--- src/rtl/dsp_shared_server_if.sv ---
// Flat request/result bus between the synth's calculator clients and the shared DSP server.
// Client k owns request bits [92k+91:92k] and result bits [48k+47:48k].
interface dsp_shared_server_if #(
  parameter int unsigned NUM_CLIENTS = 2,
  parameter int unsigned COLL_CNT_W  = 8
);
  logic [92*NUM_CLIENTS-1:0] dsp_ins_flat_all;
  logic [48*NUM_CLIENTS-1:0] dsp_outs_flat_all;
  logic                      busy;
  logic                      collision;
  logic [COLL_CNT_W-1:0]     collision_cnt;

  modport master (
    output dsp_ins_flat_all,
    input  dsp_outs_flat_all, busy, collision, collision_cnt
  );

  modport slave (
    input  dsp_ins_flat_all,
    output dsp_outs_flat_all, busy, collision, collision_cnt
  );
endinterface

--- src/rtl/dsp_shared_server.sv ---
// Shared 2-stage multiply/add server (DSP48A1 opmode subset) for up to 8 clients.
// Fixed-priority arbitration, losers dropped; per-client result hold registers.
module dsp_shared_server #(
  parameter int unsigned NUM_CLIENTS = 2,
  parameter int unsigned COLL_CNT_W  = 8
) (
  input  logic                clk,
  input  logic                reset,
  dsp_shared_server_if.slave  bus
);
  localparam int unsigned IDX_W = (NUM_CLIENTS > 1) ? $clog2(NUM_CLIENTS) : 1;

  typedef struct packed {
    logic [7:0]  opmode;
    logic [17:0] a;
    logic [17:0] b;
    logic [47:0] c;
  } dsp_req_t;

  logic [NUM_CLIENTS-1:0] req_c;
  dsp_req_t               cur_c;
  dsp_req_t               win_c;
  logic                   win_valid_c;
  logic [IDX_W-1:0]       win_idx_c;
  logic                   multi_c;

  logic                   s1_valid_q;
  logic [IDX_W-1:0]       s1_owner_q;
  logic                   s1_sub_q;
  logic [1:0]             s1_xsel_q;
  logic [1:0]             s1_zsel_q;
  logic [17:0]            s1_a_q;
  logic [17:0]            s1_b_q;
  logic [47:0]            s1_c_q;

  logic [47:0]            hold_q [NUM_CLIENTS];
  logic                   busy_q;
  logic                   collision_q;
  logic [COLL_CNT_W-1:0]  coll_cnt_q;

  logic signed [35:0]     prod_c;
  logic [47:0]            hold_sel_c;
  logic [47:0]            x_c;
  logic [47:0]            z_c;
  logic [47:0]            result_d;

  // Scan from the top so the lowest requesting index wins.
  always_comb begin
    req_c       = '0;
    cur_c       = '0;
    win_c       = '0;
    win_valid_c = 1'b0;
    win_idx_c   = '0;
    for (int k = int'(NUM_CLIENTS) - 1; k >= 0; k--) begin
      cur_c    = bus.dsp_ins_flat_all[92*k +: 92];
      req_c[k] = |cur_c.opmode;
      if (req_c[k]) begin
        win_c       = cur_c;
        win_valid_c = 1'b1;
        win_idx_c   = IDX_W'(k);
      end
    end
    multi_c = ($countones(req_c) > 1);
  end

  // Stage-2 operand selection; hold feedback sees the write from the previous cycle.
  always_comb begin
    prod_c     = $signed(s1_a_q) * $signed(s1_b_q);
    hold_sel_c = hold_q[s1_owner_q];
    unique case (s1_xsel_q)
      2'b01:   x_c = {{12{prod_c[35]}}, prod_c};
      2'b10:   x_c = hold_sel_c;
      default: x_c = '0;
    endcase
    unique case (s1_zsel_q)
      2'b10:   z_c = hold_sel_c;
      2'b11:   z_c = s1_c_q;
      default: z_c = '0;
    endcase
    result_d = s1_sub_q ? (z_c - x_c) : (z_c + x_c);
  end

  always_ff @(posedge clk or posedge reset) begin
    if (reset) begin
      s1_valid_q  <= 1'b0;
      s1_owner_q  <= '0;
      s1_sub_q    <= 1'b0;
      s1_xsel_q   <= '0;
      s1_zsel_q   <= '0;
      s1_a_q      <= '0;
      s1_b_q      <= '0;
      s1_c_q      <= '0;
      busy_q      <= 1'b0;
      collision_q <= 1'b0;
      coll_cnt_q  <= '0;
      for (int k = 0; k < int'(NUM_CLIENTS); k++) hold_q[k] <= '0;
    end else begin
      s1_valid_q  <= win_valid_c;
      busy_q      <= win_valid_c | s1_valid_q;
      collision_q <= multi_c;
      if (multi_c && (coll_cnt_q != '1)) coll_cnt_q <= coll_cnt_q + COLL_CNT_W'(1);
      if (win_valid_c) begin
        s1_owner_q <= win_idx_c;
        s1_sub_q   <= win_c.opmode[7];
        s1_xsel_q  <= win_c.opmode[1:0];
        s1_zsel_q  <= win_c.opmode[3:2];
        s1_a_q     <= win_c.a;
        s1_b_q     <= win_c.b;
        s1_c_q     <= win_c.c;
      end
      if (s1_valid_q) hold_q[s1_owner_q] <= result_d;
    end
  end

  for (genvar g = 0; g < NUM_CLIENTS; g++) begin : g_out
    assign bus.dsp_outs_flat_all[48*g +: 48] = hold_q[g];
  end

  assign bus.busy          = busy_q;
  assign bus.collision     = collision_q;
  assign bus.collision_cnt = coll_cnt_q;
endmodule

--- src/flat_wrapper.sv ---
// flat-port wrapper written by rule: the top's interface ports become plain ports
module dsp_shared_server_flat 
#(
  parameter int unsigned NUM_CLIENTS = 2,
  parameter int unsigned COLL_CNT_W  = 8
)
  (clk, reset, bus_dsp_ins_flat_all, bus_dsp_outs_flat_all, bus_busy, bus_collision, bus_collision_cnt);
  dsp_shared_server_if #(.NUM_CLIENTS(NUM_CLIENTS), .COLL_CNT_W(COLL_CNT_W)) bus_i ();
  input  logic clk;
  input  logic reset;
  input wire logic [$bits(bus_i.dsp_ins_flat_all)-1:0] bus_dsp_ins_flat_all;
  output wire logic [$bits(bus_i.dsp_outs_flat_all)-1:0] bus_dsp_outs_flat_all;
  output wire logic [$bits(bus_i.busy)-1:0] bus_busy;
  output wire logic [$bits(bus_i.collision)-1:0] bus_collision;
  output wire logic [$bits(bus_i.collision_cnt)-1:0] bus_collision_cnt;
  assign bus_i.dsp_ins_flat_all = bus_dsp_ins_flat_all;
  assign bus_dsp_outs_flat_all = bus_i.dsp_outs_flat_all;
  assign bus_busy = bus_i.busy;
  assign bus_collision = bus_i.collision;
  assign bus_collision_cnt = bus_i.collision_cnt;
  dsp_shared_server #(.NUM_CLIENTS(NUM_CLIENTS), .COLL_CNT_W(COLL_CNT_W)) u_core (.clk(clk), .reset(reset), .bus(bus_i));
endmodule
--- config.mk ---
export PLATFORM = sky130hd
export DESIGN_NAME = dsp_shared_server_flat
export DESIGN_NICKNAME = d
export VERILOG_FILES = /design/src/rtl/dsp_shared_server_if.sv /design/src/rtl/dsp_shared_server.sv /design/src/flat_wrapper.sv
export SDC_FILE = /design/constraint.sdc
export NUM_CORES = 2
export LEC_CHECK = 0
export BUFFER_PORTS_ARGS = -buffer_cell sky130_fd_sc_hd__buf_4
export CORE_MARGIN = 3
export CORE_UTILIZATION = 56
export DETAILED_ROUTE_END_ITERATION = 10
export PLACE_DENSITY = 0.82
export SLEW_MARGIN = 40
export SYNTH_ARGS = -nofsm -noshare
export SYNTH_HDL_FRONTEND = slang
export SYNTH_SLANG_ARGS = --single-unit
--- constraint.sdc ---
create_clock -name clk -period 12.6 [get_ports clk]
set_clock_uncertainty 0.15 [all_clocks]
set_input_delay 2.52 -clock clk [delete_from_list [all_inputs] [get_ports clk]]
set_output_delay 2.52 -clock clk [all_outputs]
set_load 0.01 [all_outputs]
# After elaboration in Yosys (flattened, before gate mapping)
# Cells that the tools add are included.
[totals]
out_inout_bits = 106
wordCells = 46
regBits = 197
[classes]
mul = 1
addsub = 4
magnitude_cmp = 3
n_reduce_logical = 4
mux = 14
n_bitwise = 2
eq_ne = 5
[ops]
columns = ["operator", "count"]
rows = [
  ["$mux 48", 5],
  ["$pmux 48 s2", 2],
  ["$mux 92", 2],
  ["$bwmux 96", 1],
  ["$add 48x48->48", 1],
  ["$demux 48 s1", 1],
  ["$sub 48x48->48", 1],
  ["$mul 18x18->36", 1],
  ["$gt 32x2->1 const B", 1],
  ["$reduce_or 8->1", 2],
  ["$add 8x1->8 const B", 1],
  ["$ne 8x8->1 const B", 1],
  ["$eq 2x2->1 const B", 3],
  ["$mux 1", 3],
  ["$add 1x1->2", 1],
  ["$eq 2x1->1 const B", 1],
  ["$ge 2x2->1 const B", 1],
  ["$logic_and 1x1->1", 2],
  ["$lt 2x1->1 const B", 1],
  ["$not 1->2", 1],
  ["$or 1x1->1", 1],
]

# Depth between registers and ports, before layout
[logic_depth]
depth_word = 8
ltp_mapped = 43
mapped_depth_nobuf = 38

# Worst setup path after synthesis
# OpenSTA, ideal clock, no wires.
[synth_timing]
path_kind = "reg-to-reg"
startpoint = "register u_core.s1_a_q[17]"
endpoint = "register u_core.hold_q, in the netlist u_core.bus.dsp_outs_flat_all[95]"
path_stages_with_launch = 36
arrival_time_ns = 9.237
setup_slack_ns = 3.141
setup_time_ns = 0.072
t_required_ns = 12.378
path_cell_list = "dfrtp_1 clkbuf_1 clkbuf_1 nand2_1 fa_1 inv_1 fa_1 fa_1 fa_1 fa_1 inv_1 fa_1 inv_1 ha_1 clkbuf_1 a21oi_1 o21ai_0 a221oi_1 a221oi_1 o211ai_1 o41ai_1 and3b_1 and4b_1 buf_4 nor2_1 xnor2_1 ha_1 and3_1 nand3_1 nor4_1 a221oi_1 o311ai_0 nand2_1 o21a_1 or4_1 nand4b_1"
[synth_between]
elab_chain_len = 5
elab_cells_between_ends = 6
classes_between = "add/sub (2); mul (1); mux (3)"
[synth_lines]
columns = ["element", "line", "text"]
rows = [
  ["start, declared", "dsp_shared_server.sv:32", "logic [17:0] s1_a_q;"],
  ["start signal, assigned", "dsp_shared_server.sv:107", "s1_a_q <= win_c.a;"],
  ["$mul 18x18->36 *", "dsp_shared_server.sv:68", "prod_c = $signed(s1_a_q) * $signed(s1_b_q);"],
  ["$pmux 48 s2 *", "dsp_shared_server.sv:70", "unique case (s1_xsel_q)"],
  ["$add 48x48->48 or $sub 48x48->48 (tied branches)", "dsp_shared_server.sv:80", "result_d = s1_sub_q ? (z_c - x_c) : (z_c + x_c);"],
  ["$mux 48 *", "dsp_shared_server.sv:80", ""],
  ["$bwmux 96 *", "dsp_shared_server.sv:111", "if (s1_valid_q) hold_q[s1_owner_q] <= result_d;"],
  ["end signal, assigned by index", "dsp_shared_server.sv:111", ""],
  ["end, declared", "dsp_shared_server.sv:36", "logic [47:0] hold_q [NUM_CLIENTS];"],
]
# Every way passes the cells marked *; elsewhere a longest branch is shown, timed or not.
# A chain may end at the register's enable or synchronous reset.

# Worst setup path in the final report
# Same ends and word-level chain as after synthesis.

==> flow_summary.json <==
{
  "status": "complete, no violations",
  "xor_and_xnor_fraction_of_the_mapped_netlist_area": 0.0335,
  "clk-insertion-delay-late_ns": 0.50,
  "synthArstFlopShare": 1.00,
  "die_w_um": 223,
  "dpl_wire_length_mm": 60.6,
  "final.fill_count": 3801,
  "ys.flop_type": "sky130_fd_sc_hd__dfrtp_1",
  "rsz0062_at_grt": "false",
  "critical_path.top_delay_family": "adder cells",
  "worstPathRequired_ns": 12.89,
  "postLayoutSetupSlackWorst_ns": 1.44,
  "antenna-diode-count": 0,
  "postCtsResizedCells": 0,
  "routed_wirelength_mm": 76.6,
  "numPortBuffers": 291,
  "worstSetupEndpointType": "flip-flop",
  "floorplan.core_area_um2": 46000,
  "seq_area_frac_synth": 0.187,
  "synth-warning-count": 0,
  "syn_inst": 3088,
  "synth-compound-area-share": 0.141,
  "mappedNetlistNets": 3748,
  "via_count": 22700,
  "ctsHtreeMaxLevel": 4,
  "firstDrtPassIters": 6,
  "die_area_um2": 49700,
  "timing.rr.end": "u_core.bus.dsp_outs_flat_all[95]",
  "grt.overflow.total": 0,
  "element_type_at_the_critical_path_start": "flip-flop",
  "count_of_final_max_slew_check_failures": 0,
  "whs_endpoint": "u_core.bus.collision_cnt[5]",
  "numClockSinks": 197,
  "min_path_type": "flip-flop to flip-flop",
  "max_cap_viol_count": 0,
  "synth_largest_area_cell": "sky130_fd_sc_hd__fa_1",
  "cp_common_cell": "sky130_fd_sc_hd__inv_1",
  "numCtsBuffers": 17,
  "synth_area_leaders": "sky130_fd_sc_hd__fa_1 (25%), sky130_fd_sc_hd__dfrtp_1 (19%), sky130_fd_sc_hd__ha_1 (6.8%), sky130_fd_sc_hd__nand2_1 (6.5%), sky130_fd_sc_hd__inv_1 (5.7%)",
  "setup_total_negative_slack_ns": 0,
  "rr_startpoint": "u_core.s1_a_q[17]",
  "muxShareOfSynthArea": 0.0566,
  "min_period_over_period": 0.886,
  "clk_transition_reported_paths_ns": 0.08,
  "finalSetupViolations": 0,
  "critical_path_peak_fanout": 19,
  "final_layout_size_suffix_gt1_frac": 0.121,
  "reg2reg_slack_ns": 1.44,
  "grt_pass1_wl_mm": 125,
  "hold_violations": 0,
  "antenna_violating_nets_remaining": 0,
  "drc_errors": 0,
  "setup.worst_path.class": "flip-flop to flip-flop",
  "synth-edff-count": 0,
  "pin_count_of_the_biggest_net_entering_global_routing": 126,
  "floorplan.initialDensity": 0.574,
  "std_cell_rows": 78,
  "starting_drc_count_in_detailed_routing": 2154,
  "top_area_cell_type_share_of_the_netlist_area": 0.251,
  "worst-endpoint-arrival_ns": 11.45,
  "floorplan.die.height_um": 223,
  "cts_max_path_bufs": 2,
  "place_ws_ns": 1.56,
  "layout.nets": 3906,
  "worst_r2r_path_depth": 36,
  "post_cts_setup_buffer_count": 0,
  "dominant_combinational_cell_family_by_area_after_synthesis": "adder cells",
  "io_pins": 292,
  "number_of_antenna_violations_at_the_first_check_in_global_routing": 0,
  "first_global_vias": 23600,
  "hp-start": "u_core.bus.collision_cnt[5]",
  "achievable-frequency_mhz": 89.6,
  "cts-hold-fix-buffers": 0,
  "clock-root-buffer": "sky130_fd_sc_hd__clkbuf_16",
  "cell_with_the_largest_stage_delay_on_the_worst_path": "sky130_fd_sc_hd__dfrtp_1",
  "place.gp.congestion": 0.926,
  "yosys_register_bits": 197,
  "whs_path_depth": 1,
  "post_drt_via_cell_ratio": 5.89,
  "tightest_slew_ns": 0.866,
  "synthDistinctLibCells": 91,
  "areaGrowthSynthToFinish_pct": 11.4,
  "critical_path_buf_inv_count": 7,
  "track_usage": 0.315,
  "wire_per_inst_um": 19.8,
  "adder_cell_fraction_of_synth_area": 0.319,
  "fraction_of_the_mapped_netlist_area_in_simple_logic_gates": 0.179,
  "timing.critical_path.slowest_cell_delay_ns": 0.76,
  "timing.slew.headroom": 0.422,
  "syn-mean-instance-area_um2": 8.54,
  "post-route-min-period_ns": 11.16,
  "clock_tree_from_tritoncts": "built",
  "post_synth_instance_area_um2": 26400
}
-- Yosys cell counts (13+ instances only) --
master	n
sky130_fd_sc_hd__o21ai_0	266
sky130_fd_sc_hd__fa_1	330
sky130_fd_sc_hd__and2_1	201
sky130_fd_sc_hd__nand2b_1	39
sky130_fd_sc_hd__dfrtp_1	197
sky130_fd_sc_hd__ha_1	144
sky130_fd_sc_hd__nor3_1	27
sky130_fd_sc_hd__buf_1	21
sky130_fd_sc_hd__nand4_1	26
sky130_fd_sc_hd__o211a_1	18
sky130_fd_sc_hd__nand3_1	40
sky130_fd_sc_hd__inv_1	401
sky130_fd_sc_hd__clkbuf_1	134
sky130_fd_sc_hd__nor2_1	137
sky130_fd_sc_hd__o21a_1	13
sky130_fd_sc_hd__a21oi_1	119
sky130_fd_sc_hd__a31oi_1	17
sky130_fd_sc_hd__xnor2_1	61
sky130_fd_sc_hd__mux2i_1	121
sky130_fd_sc_hd__mux2_2	21
sky130_fd_sc_hd__nand2_1	454
sky130_fd_sc_hd__xor2_1	40
sky130_fd_sc_hd__a21o_1	22
-- flip-flops by register name (all words and copies together), names as in the netlist --
| signal | cells |
|---|---|
| u_core.s1_sub_q | 1 |
| u_core.s1_valid_q | 1 |
| u_core.s1_c_q | 48 |
| u_core.s1_b_q | 18 |
| u_core.bus.collision_cnt | 8 |
| u_core.s1_zsel_q | 2 |
| u_core.bus.dsp_outs_flat_all | 96 |
| u_core.bus.collision | 1 |
| u_core.s1_a_q | 18 |
| u_core.s1_owner_q | 1 |
| u_core.s1_xsel_q | 2 |
| u_core.bus.busy | 1 |
-- cells by family after synthesis --
family	after synthesis
xor gates and xnor gates	101
adders and majority gates	474
buffers and inverters	573
muxes	146
and+or+nand+nor	995
DFF	197
AOI/OAI and AO/OA	602
-- cell type report --
type,instances,area [µm²],area share
Clock buffer,19,433,0.0147
Clock inverter,12,121,0.00413
Inverter,402,1520,0.0518
Multi-Input combinational cell,2318,19300,0.656
Sequential cell,197,4930,0.168
Tap cell,600,751,0.0256
Timing Repair Buffer,310,2350,0.0799
-- per-stage QoR --
stage,util,area [µm²],hold WS [ns],instances
after global placement,0.626,28800,0.334,3826
after CTS,0.638,29300,0.360,3857
after floorplan,-,26400,0.344,3088
after global routing,0.639,29400,0.369,3858
after detailed placement,0.626,28800,0.341,3826
final,0.639,29400,0.360,3858
-- layout by cell type, fill, tap and decap left out, types with 26 or more instances in the layout --
cell type	netlist	layout
sky130_fd_sc_hd__nor3_1	27	27
sky130_fd_sc_hd__mux2i_1	121	121
sky130_fd_sc_hd__xnor2_1	61	61
sky130_fd_sc_hd__nand2b_1	39	37
sky130_fd_sc_hd__and2_1	201	201
sky130_fd_sc_hd__fa_1	330	330
sky130_fd_sc_hd__nand4_1	26	26
sky130_fd_sc_hd__buf_4	5	307
sky130_fd_sc_hd__o21ai_0	266	266
sky130_fd_sc_hd__nand3_1	40	40
sky130_fd_sc_hd__dfrtp_1	197	195
sky130_fd_sc_hd__nand2_1	454	451
sky130_fd_sc_hd__ha_1	144	144
sky130_fd_sc_hd__inv_1	401	400
sky130_fd_sc_hd__a21oi_1	119	119
sky130_fd_sc_hd__nor2_1	137	137
sky130_fd_sc_hd__xor2_1	40	40
-- how the worst max path moves through the flow --
stage | startpoint | depth (start not counted) | endpoint
floorplan | u_core.s1_a_q[17] | 35 | u_core.bus.dsp_outs_flat_all[95]
global placement | u_core.s1_a_q[17] | 32 | u_core.bus.dsp_outs_flat_all[47]
detailed placement | u_core.s1_a_q[17] | 32 | u_core.bus.dsp_outs_flat_all[95]
CTS | u_core.s1_a_q[17] | 36 | u_core.bus.dsp_outs_flat_all[95]
global route | u_core.s1_a_q[17] | 37 | u_core.bus.dsp_outs_flat_all[47]
finish | u_core.s1_a_q[17] | 36 | u_core.bus.dsp_outs_flat_all[95]
-- per-layer routing --
layer / routed length (µm) / part of all wire / track usage / up-vias
li1: - / - / - / 10400
met1: 32600 / 0.43 / 0.440 / 11200
met2: 35400 / 0.46 / 0.494 / 1030
met3: 6490 / 0.085 / 0.0670 / 137
met4: 2080 / 0.027 / 0.0991 / 0
met5: 0 / 0 / 0 / -
Power is not shown: default switching activity piles up to over one toggle a cycle in this logic, so the estimate is an artifact.
